$ cat src/rtl/fan32_ctrl_seq.sv
// fan32_ctrl_seq: config FIFO, beat counter and per-level skew chain that steer the fan32 adder network.
// Define FAN_MUX_CHECK_EN to reject configs whose mux-select groups are not zero- or one-hot.
module fan32_ctrl_seq #(
  parameter int CFG_DEPTH = 4,
  parameter int CNT_W     = 16,
  parameter int LVL_LAT   = 1
) (
  input  logic             clk,
  input  logic             rst_n,
  input  logic             cfg_valid,
  output logic             cfg_ready,
  input  logic [30:0]      cfg_adder,
  input  logic [15:0]      cfg_mux2,
  input  logic [11:0]      cfg_mux3,
  input  logic [7:0]       cfg_mux4,
  input  logic [CNT_W-1:0] cfg_beats,
  input  logic             in_valid,
  output logic             in_ready,
  output logic [30:0]      ctrl_adder,
  output logic [15:0]      ctrl_2_mux,
  output logic [11:0]      ctrl_3_mux,
  output logic [7:0]       ctrl_4_mux,
  output logic             out_valid,
  output logic             out_last,
  output logic             busy,
  output logic             cfg_err
);
  localparam int PTR_W  = $clog2(CFG_DEPTH);
  localparam int CHAIN  = 4 * LVL_LAT;
  localparam int VCHAIN = 5 * LVL_LAT;

  // Adder i sits on level L where i has exactly L trailing ones (i==15 is the root).
  localparam logic [30:0] L0_MASK = 31'h5555_5555;
  localparam logic [30:0] L1_MASK = 31'h2222_2222;
  localparam logic [30:0] L2_MASK = 31'h0808_0808;
  localparam logic [30:0] L3_MASK = 31'h0080_0080;
  localparam logic [30:0] L4_MASK = 31'h0000_8000;

  typedef struct packed {
    logic [30:0] adder;
    logic [15:0] mux2;
    logic [11:0] mux3;
    logic [7:0]  mux4;
  } cfg_t;

  typedef enum logic [1:0] {S_IDLE, S_RUN, S_DRAIN} state_t;

  cfg_t             r_mem   [CFG_DEPTH];
  logic [CNT_W-1:0] r_beats [CFG_DEPTH];
  logic [PTR_W:0]   r_wr_ptr, r_rd_ptr;
  logic [CNT_W-1:0] r_cnt;
  cfg_t             r_chain_cfg [1:CHAIN];
  logic [VCHAIN:1]  r_chain_v, r_chain_last;
  state_t           r_state, w_state_nxt;

  logic             w_empty, w_full, w_push, w_fire, w_last, w_cfg_bad;
  cfg_t             w_head, w_in_cfg;
  logic [CNT_W-1:0] w_head_beats;

  assign w_empty      = (r_wr_ptr == r_rd_ptr);
  assign w_full       = (r_wr_ptr[PTR_W] != r_rd_ptr[PTR_W]) &&
                        (r_wr_ptr[PTR_W-1:0] == r_rd_ptr[PTR_W-1:0]);
  assign w_in_cfg     = {cfg_adder, cfg_mux2, cfg_mux3, cfg_mux4};
  assign w_head       = r_mem[r_rd_ptr[PTR_W-1:0]];
  assign w_head_beats = r_beats[r_rd_ptr[PTR_W-1:0]];
  assign w_fire       = in_valid & ~w_empty;
  assign w_last       = (w_head_beats == '0) || (r_cnt == w_head_beats - 1'b1);
  assign w_push       = cfg_valid & ~w_full & ~w_cfg_bad;

  assign cfg_ready = ~w_full;
  assign in_ready  = ~w_empty;
  assign busy      = (r_state != S_IDLE);

`ifdef FAN_MUX_CHECK_EN
  function automatic logic mux_bad(input logic [15:0] m2, input logic [11:0] m3,
                                   input logic [7:0] m4);
    logic bad;
    bad = 1'b0;
    for (int g = 0; g < 8; g++) if (m2[2*g +: 2] == 2'b11) bad = 1'b1;
    for (int g = 0; g < 4; g++) if ($countones(m3[3*g +: 3]) > 1) bad = 1'b1;
    for (int g = 0; g < 2; g++) if ($countones(m4[4*g +: 4]) > 1) bad = 1'b1;
    return bad;
  endfunction

  logic r_cfg_err;
  assign w_cfg_bad = mux_bad(cfg_mux2, cfg_mux3, cfg_mux4);
  assign cfg_err   = r_cfg_err;

  // Offending configs still complete their handshake so the producer never stalls on them.
  always_ff @(posedge clk or negedge rst_n) begin
    if (!rst_n)                                  r_cfg_err <= 1'b0;
    else if (cfg_valid && !w_full && w_cfg_bad)  r_cfg_err <= 1'b1;
  end
`else
  assign w_cfg_bad = 1'b0;
  assign cfg_err   = 1'b0;
`endif

  // NOTE: FIFO storage has no reset; an entry is only read after the write pointer has covered it.
  always_ff @(posedge clk) begin
    if (w_push) begin
      r_mem[r_wr_ptr[PTR_W-1:0]]   <= w_in_cfg;
      r_beats[r_wr_ptr[PTR_W-1:0]] <= cfg_beats;
    end
  end

  // NOTE: all clocked state uses non-blocking assignments so every register samples pre-edge values.
  always_ff @(posedge clk or negedge rst_n) begin
    if (!rst_n) begin
      r_wr_ptr <= '0;
      r_rd_ptr <= '0;
      r_cnt    <= '0;
    end else begin
      if (w_push) r_wr_ptr <= r_wr_ptr + 1'b1;
      if (w_fire) begin
        if (w_last) begin
          r_rd_ptr <= r_rd_ptr + 1'b1;
          r_cnt    <= '0;
        end else begin
          r_cnt    <= r_cnt + 1'b1;
        end
      end
    end
  end

  // Valid/last flags run one level past the config so out_valid marks the network output.
  always_ff @(posedge clk or negedge rst_n) begin
    if (!rst_n) begin
      r_chain_v    <= '0;
      r_chain_last <= '0;
    end else begin
      r_chain_v    <= {r_chain_v[VCHAIN-1:1], w_fire};
      r_chain_last <= {r_chain_last[VCHAIN-1:1], w_fire & w_last};
    end
  end

  always_ff @(posedge clk) begin
    r_chain_cfg[1] <= w_head;
    for (int s = 2; s <= CHAIN; s++) r_chain_cfg[s] <= r_chain_cfg[s-1];
  end

  // NOTE: every output gets a default first, so no path through this block can infer a latch.
  always_comb begin
    ctrl_adder = w_fire ? (w_head.adder & L0_MASK) : '0;
    ctrl_2_mux = '0;
    ctrl_3_mux = '0;
    ctrl_4_mux = '0;
    if (r_chain_v[LVL_LAT])
      ctrl_adder = ctrl_adder | (r_chain_cfg[LVL_LAT].adder & L1_MASK);
    if (r_chain_v[2*LVL_LAT]) begin
      ctrl_adder = ctrl_adder | (r_chain_cfg[2*LVL_LAT].adder & L2_MASK);
      ctrl_2_mux = r_chain_cfg[2*LVL_LAT].mux2;
    end
    if (r_chain_v[3*LVL_LAT]) begin
      ctrl_adder = ctrl_adder | (r_chain_cfg[3*LVL_LAT].adder & L3_MASK);
      ctrl_3_mux = r_chain_cfg[3*LVL_LAT].mux3;
    end
    if (r_chain_v[4*LVL_LAT]) begin
      ctrl_adder = ctrl_adder | (r_chain_cfg[4*LVL_LAT].adder & L4_MASK);
      ctrl_4_mux = r_chain_cfg[4*LVL_LAT].mux4;
    end
  end

  assign out_valid = r_chain_v[VCHAIN];
  assign out_last  = r_chain_v[VCHAIN] & r_chain_last[VCHAIN];

  always_ff @(posedge clk or negedge rst_n) begin
    if (!rst_n) r_state <= S_IDLE;
    else        r_state <= w_state_nxt;
  end

  always_comb begin
    w_state_nxt = r_state;
    case (r_state)
      S_IDLE:  if (!w_empty) w_state_nxt = S_RUN;
      S_RUN:   if (w_empty)  w_state_nxt = (|r_chain_v) ? S_DRAIN : S_IDLE;
      S_DRAIN: begin
        if (!w_empty)         w_state_nxt = S_RUN;
        else if (~|r_chain_v) w_state_nxt = S_IDLE;
      end
      default: w_state_nxt = S_IDLE;
    endcase
  end
endmodule

$ cat config.mk
export PLATFORM = sky130hd
export DESIGN_NAME = fan32_ctrl_seq
export DESIGN_NICKNAME = d
export VERILOG_FILES = /design/src/rtl/fan32_ctrl_seq.sv
export SDC_FILE = /design/constraint.sdc
export NUM_CORES = 1
export LEC_CHECK = 0
export ABC_AREA = 1
export CORE_MARGIN = 2
export CORE_UTILIZATION = 61
export DETAILED_ROUTE_END_ITERATION = 16
export GPL_ROUTABILITY_DRIVEN = 0
export PLACE_DENSITY = 0.8
export SLEW_MARGIN = 20
export SYNTH_ARGS = -nofsm -noshare
export SYNTH_HDL_FRONTEND = slang
export SYNTH_SLANG_ARGS = --single-unit
$ cat constraint.sdc
create_clock -name clk -period 10.85 [get_ports clk]
set_input_delay 1.6275 -clock clk [delete_from_list [all_inputs] [get_ports clk]]
set_output_delay 1.6275 -clock clk [all_outputs]
set_load 0.01 [all_outputs]
# Word level (Yosys, flattened, before mapping)
# Memories as Yosys holds them, arrays and structs flattened.
# Cells that the tools add are included.
[word_totals]
out_inout_bits = 73
ram_bits = 600
word_cells = 57
mem_count = 3
ff_bits = 34
inputBits = 87
[memory_table]
columns = ["name", "words", "width", "rd", "rd_clocked_by_memory_dff", "wr", "line", "rtl"]
rows = [
  ["r_chain_cfg", 4, 67, 4, 0, 4, "52", "cfg_t r_chain_cfg [1:CHAIN];"],
  ["r_mem", 4, 67, 1, 0, 1, "48", "cfg_t r_mem [CFG_DEPTH];"],
  ["r_beats", 4, 16, 1, 0, 1, "49", "logic [CNT_W-1:0] r_beats [CFG_DEPTH];"],
]
[classes]
muxes = 17
n_bitwise = 10
n_addsub = 4
eq_ne = 9
reduce_logical = 8
[op_table]
columns = ["op", "n"]
rows = [
  ["31-bit two-way mux", 5],
  ["16-bit two-way mux", 2],
  ["31-bit by 16-bit bitwise OR with 31-bit output", 1],
  ["31-bit by 24-bit bitwise OR with 31-bit output", 1],
  ["31-bit by 28-bit bitwise OR with 31-bit output", 1],
  ["31-bit by 30-bit bitwise OR with 31-bit output", 1],
  ["16-bit by 1-bit adder with 16-bit output, second input constant", 1],
  ["16-bit == test", 1],
  ["16-bit zero test", 1],
  ["16-bit by 1-bit subtractor with 16-bit output, second input constant", 1],
  ["12-bit two-way mux", 1],
  ["2-bit two-way mux", 5],
  ["8-bit two-way mux", 1],
  ["3-bit by 1-bit adder with 3-bit output, second input constant", 2],
  ["2-bit one-hot mux with 3 select lines", 1],
  ["5-bit OR reduction", 1],
  ["1-bit AND", 4],
  ["2-bit inequality test, second input constant", 2],
  ["3-bit == test", 1],
  ["3-bit inequality test, second input constant", 1],
  ["3-bit AND reduction", 1],
  ["2-bit by 1-bit == test with 1-bit output, second input constant", 1],
  ["2-bit == test", 1],
  ["2-bit == test, second input constant", 1],
  ["other kinds (8)", 10],
]

# Longest topological paths before layout
[logic_depth]
depth_word = 12
mapped_depth = 22
depth_no_buf = 19

# Least setup slack after synthesis
# OpenSTA, ideal clock, no wires.
[synth_timing]
kind = "in2reg"
startpoint = "input cfg_valid"
endpoint = "memory r_beats[3][0] (enable)"
arrival_time_ps = 5302
stages = 2
setup_time_ps = 528
n_path_buf = 0
slack_ps = 5020
required_ps = 10322
path_cell_list = "nand2_1 > nor2_1"
[synth_via]
elab_chain_len = 3
[synth_rtl]
columns = ["item", "line", "rtl"]
rows = [
  ["start: declaration", "10", "input logic cfg_valid,"],
  ["1-bit AND", "68", "assign w_push = cfg_valid & ~w_full & ~w_cfg_bad;"],
  ["1-bit two-way mux", "101", "if (w_push) begin"],
  ["1-bit two-way mux (not written as such)", "103", "r_beats[r_wr_ptr[PTR_W-1:0]] <= cfg_beats;"],
  ["end: declaration", "49", ""],
]
# No other way between the ends.

# Worst setup path after layout
[layout_timing]
startpoint = "register r_rd_ptr[0]"
endpoint = "output ctrl_adder[18]"
[layout_via]
elab_chain_len = 12
word_cells_on_any_way = 13
cone_classes = "eq/ne: 1; mux: 5; bitwise: 6; memory: 1"
[layout_rtl]
columns = ["item", "line", "rtl"]
rows = [
  ["start: declaration", "50", "logic [PTR_W:0] r_wr_ptr, r_rd_ptr;"],
  ["start signal: assignment", "117", "r_rd_ptr <= r_rd_ptr + 1'b1;"],
  ["3-bit == test", "60", "assign w_empty = (r_wr_ptr == r_rd_ptr);"],
  ["1-bit inverter", "66", "assign w_fire = in_valid & ~w_empty;"],
  ["1-bit AND", "66", ""],
  ["31-bit two-way mux *", "144", "ctrl_adder = w_fire ? (w_head.adder & L0_MASK) : '0;"],
  ["31-bit by 30-bit bitwise OR with 31-bit output", "149", "ctrl_adder = ctrl_adder | (r_chain_cfg[LVL_LAT].adder & L1_MASK);"],
  ["31-bit two-way mux *", "148", "if (r_chain_v[LVL_LAT])"],
  ["31-bit by 28-bit bitwise OR with 31-bit output", "151", "ctrl_adder = ctrl_adder | (r_chain_cfg[2*LVL_LAT].adder & L2_MASK);"],
  ["31-bit two-way mux *", "150", "if (r_chain_v[2*LVL_LAT]) begin"],
  ["31-bit by 24-bit bitwise OR with 31-bit output", "155", "ctrl_adder = ctrl_adder | (r_chain_cfg[3*LVL_LAT].adder & L3_MASK);"],
  ["31-bit two-way mux *", "154", "if (r_chain_v[3*LVL_LAT]) begin"],
  ["31-bit by 16-bit bitwise OR with 31-bit output", "159", "ctrl_adder = ctrl_adder | (r_chain_cfg[4*LVL_LAT].adder & L4_MASK);"],
  ["31-bit two-way mux *", "158", "if (r_chain_v[4*LVL_LAT]) begin"],
  ["end: declaration", "19", "output logic [30:0] ctrl_adder,"],
]
# Every way passes the cells marked *; elsewhere a longest branch is shown, timed or not.

==> run metrics <==
status finished clean; total CTS buffers 48; hold path cells 0; final count of negative-setup-slack endpoints 0; Core Footprint around 0.029 mm2; Switching Share 0.2504; Post-DRT Antenna Nets 0; gate count of the mapped netlist approximately 1500; syn avg cell area 12.19 um2; die height 175.2 um; Comb power frac 0.129; initial detailed-routing violation count 1063; Mapped Nets 1561; DR pass1 iterations 5; Synth Register Bits 492; register share of total power 0.531; crit-path max FO 86; worst vdd ir 0.0001631 V; Final Hold Fails 0; RSZ-0062 raised after global routing false; leakage 0.008336 uW; antenna violations before repair 1; nets 1715; fillers roughly 1800; Sum Neg Setup Slack 0 ns; Internal Pwr Total about 3500 uW; IO Port Bufs 158; Layout Area Growth over Synthesis 19.02%; CTS max path bufs 3; Startpoint Class flip-flop; overall power 4675 uW; Worst Hold Path EP r_chain_cfg[0][273]; hpwl dp 22020 um; post_cts resized 0; CP Capture Type output port; first-pass GRT wire length between 60000 and 70000 um; Clock power frac 0.340; fin crit period 5.145 ns; Root Buffer clkbuf_16; Top Ports 160; CTS Sinks 492; die width 175.2 um; Worst-Margin Slew 1.108 ns; CTS tree yes; Starting Density 0.6213; Fin Clk Skew 0.009214 ns; vias in the first global route 11591; Final Cycle Share 0.4742; Die ar. between 0.03 and 0.04 mm2; grt ovf 0; Rel. slew slack 0.2617; maxcap violations 0; clock latency on the worst-skew pair 0.55 ns; cell taking the most area after synthesis edfxtp_1; drt drc 0; Vias 11453; Final Worst Setup Slack 5.705 ns; synth unique cells 34; FF+latch area 0.01335 mm2; post-synthesis cell area roughly 0.018 mm2; worst reg2reg startpoint r_rd_ptr[0]; most common cell in the synthesized netlist edfxtp_1; worst path arrival time approximately 3.5 ns; Psw approximately 1200 uW; Commonest cells post-synth edfxtp_1, nand2_1, nor2_1; Pwr per Cell Area 219.7 mW/mm2; hold path startpoint r_chain_cfg[0][206]; dpl ws 5.888 ns; hold_buf cts 0; layout cells sized above 1 0.07715; CP Class reg2out; post-DR wirelength/cell 18.68 um; sequential cell area fraction in the yosys report 0.7462; post-CTS setup buffers 0; Clock Pin Slew Worst Setup and Hold Paths 0.06 ns; largest cells by area after synthesis edfxtp_1, dfxtp_1, nand2_1, dfrtp_1, nor2_1; top_reg_cell synth edfxtp_1; Synth top area share 0.5575; cell row count just over 60; asr flop ratio synth 0.06911; routed wire length between 30000 and 40000 um; htree depth 2; Worst R2R Path Depth 17; fin. max-slew vios 0; synth warn 0; multi-input logic area 0.003860 mm2; largest net degree at the start of global routing 87; Tot GR Track Use 0.2517; r2r endpoint r_cnt[4]; worst hold path type reg2reg; R2R setup slack slightly below 7 ns; Req. time, crit path between 9 and 10 ns; Fmax achieved 0.1944 GHz; Vias per Instance 5.600; EDFF count, synth 332
[per-stage QoR]
step	hold WS, ns	area [um2]	cells	utilization
5_1_grt	0.3289	21280	2043	0.7393
3_5_place_dp	0.3121	19750	1955	0.6861
6_report	0.3216	21280	2045	0.7395
2_1_floorplan	0.3096	17880	1467	-
4_1_cts	0.3246	21280	2043	0.7393
3_3_place_gp	0.3101	19750	1955	0.6861
[registers in the layout, indices dropped and copies added, names as in the netlist]
register and flops:
r_chain_last 5, r_rd_ptr 3, r_chain_v 5, r_wr_ptr 3, r_mem 268, r_cnt 16, r_beats 64, r_state 2
r_chain_cfg 126
[cells in the final DEF (no fill, tap or decap), types with 2 or more instances in the layout]
cell / synthesis / routed
bufinv_16: 0 / 2
nand2_1: 229 / 229
inv_2: 3 / 4
xor2_1: 17 / 17
o21ai_0: 136 / 136
nand2_4: 3 / 3
dfrtp_4: 0 / 2
clkbuf_1: 41 / 14
nor2_2: 12 / 12
nor2_1: 202 / 198
clkinv_1: 0 / 6
dfxtp_1: 126 / 126
clkinv_2: 0 / 7
edfxtp_1: 332 / 332
nand3_1: 69 / 69
nor2_8: 2 / 2
nand4_1: 19 / 19
clkbuf_8: 0 / 7
clkbuf_16: 0 / 49
or2_2: 2 / 2
inv_4: 2 / 2
nand2_2: 16 / 16
dfrtp_1: 34 / 32
inv_1: 98 / 97
a21oi_1: 21 / 21
nor3_1: 7 / 7
buf_4: 3 / 11
o22ai_1: 52 / 52
ha_1: 7 / 7
clkdlybuf4s50_1: 0 / 158
xnor2_1: 4 / 4
nor2_4: 2 / 6
nand3b_1: 3 / 3
diode_2: 0 / 2
[cell families (layout without fill, tap and decap cells)]
logic type               count (synthesis)  in the layout  share of synthesized area
AO/OA/AOI/OAI                          210            210                    0.06255
XOR/XNOR                                21             21                    0.01029
adder cells (fa/ha/maj)                  7              7                   0.004898
buffers and inverters                  168            360                    0.03967
flip-flops                             492            492                     0.7462
other                                    1              3                  0.0002097
AND/OR/NAND/NOR                        568            568                     0.1362
[layer usage]
metal | GRT usage | share of wire
met1 | 0.3276 | 0.40
met2 | 0.4193 | 0.49
met4 | 0.1028 | 0.033
met5 | 0 | 0
met3 | 0.04852 | 0.072
[power by group through the flow]
stage	Combinational, uW	Sequential (uW)	Clock [uW]
6_report	603	2480	1590
5_1_grt	660	2510	1690
4_1_cts	608	2480	1610
3_5_place_dp	599	2510	0
3_3_place_gp	583	2500	0
2_1_floorplan	340	2490	0
[cell type report]
type | count | share of cell area
sequential | 492 | 0.6273
multi-input combinational | 807 | 0.1814
timing repair buffer | 169 | 0.07819
clock buffer | 70 | 0.06461
tap | 384 | 0.02257
inverter | 103 | 0.01840
clock inverter | 18 | 0.007349
antenna | 2 | 0.0002352
[worst max path at each step]
| stage | end | slack [ns] | from | depth (start not counted) |
|---|---|---|---|---|
| final | ctrl_adder[18] | 5.70 | r_rd_ptr[0] | 7 |
| after global routing | ctrl_adder[0] | 5.48 | r_rd_ptr[0] | 7 |
| after CTS | ctrl_adder[18] | 5.68 | r_rd_ptr[0] | 7 |
| after detailed placement | ctrl_adder[18] | 5.89 | in_valid | 4 |
| after global placement | ctrl_adder[0] | 5.93 | in_valid | 4 |
| after floorplan | r_beats[3][0] | 5.02 | cfg_valid | 2 |
[critical path, cell delays in order (launching register included)]
cell and delay [ns]:
dfrtp_4 0.62, inv_4 0.66, nand2_1 0.12, a21oi_1 0.32, nand2_2 0.12, nand2_2 0.46
a21oi_1 0.11, clkdlybuf4s50_1 0.53
No activity file was read; power rests on OpenSTA's default activity.
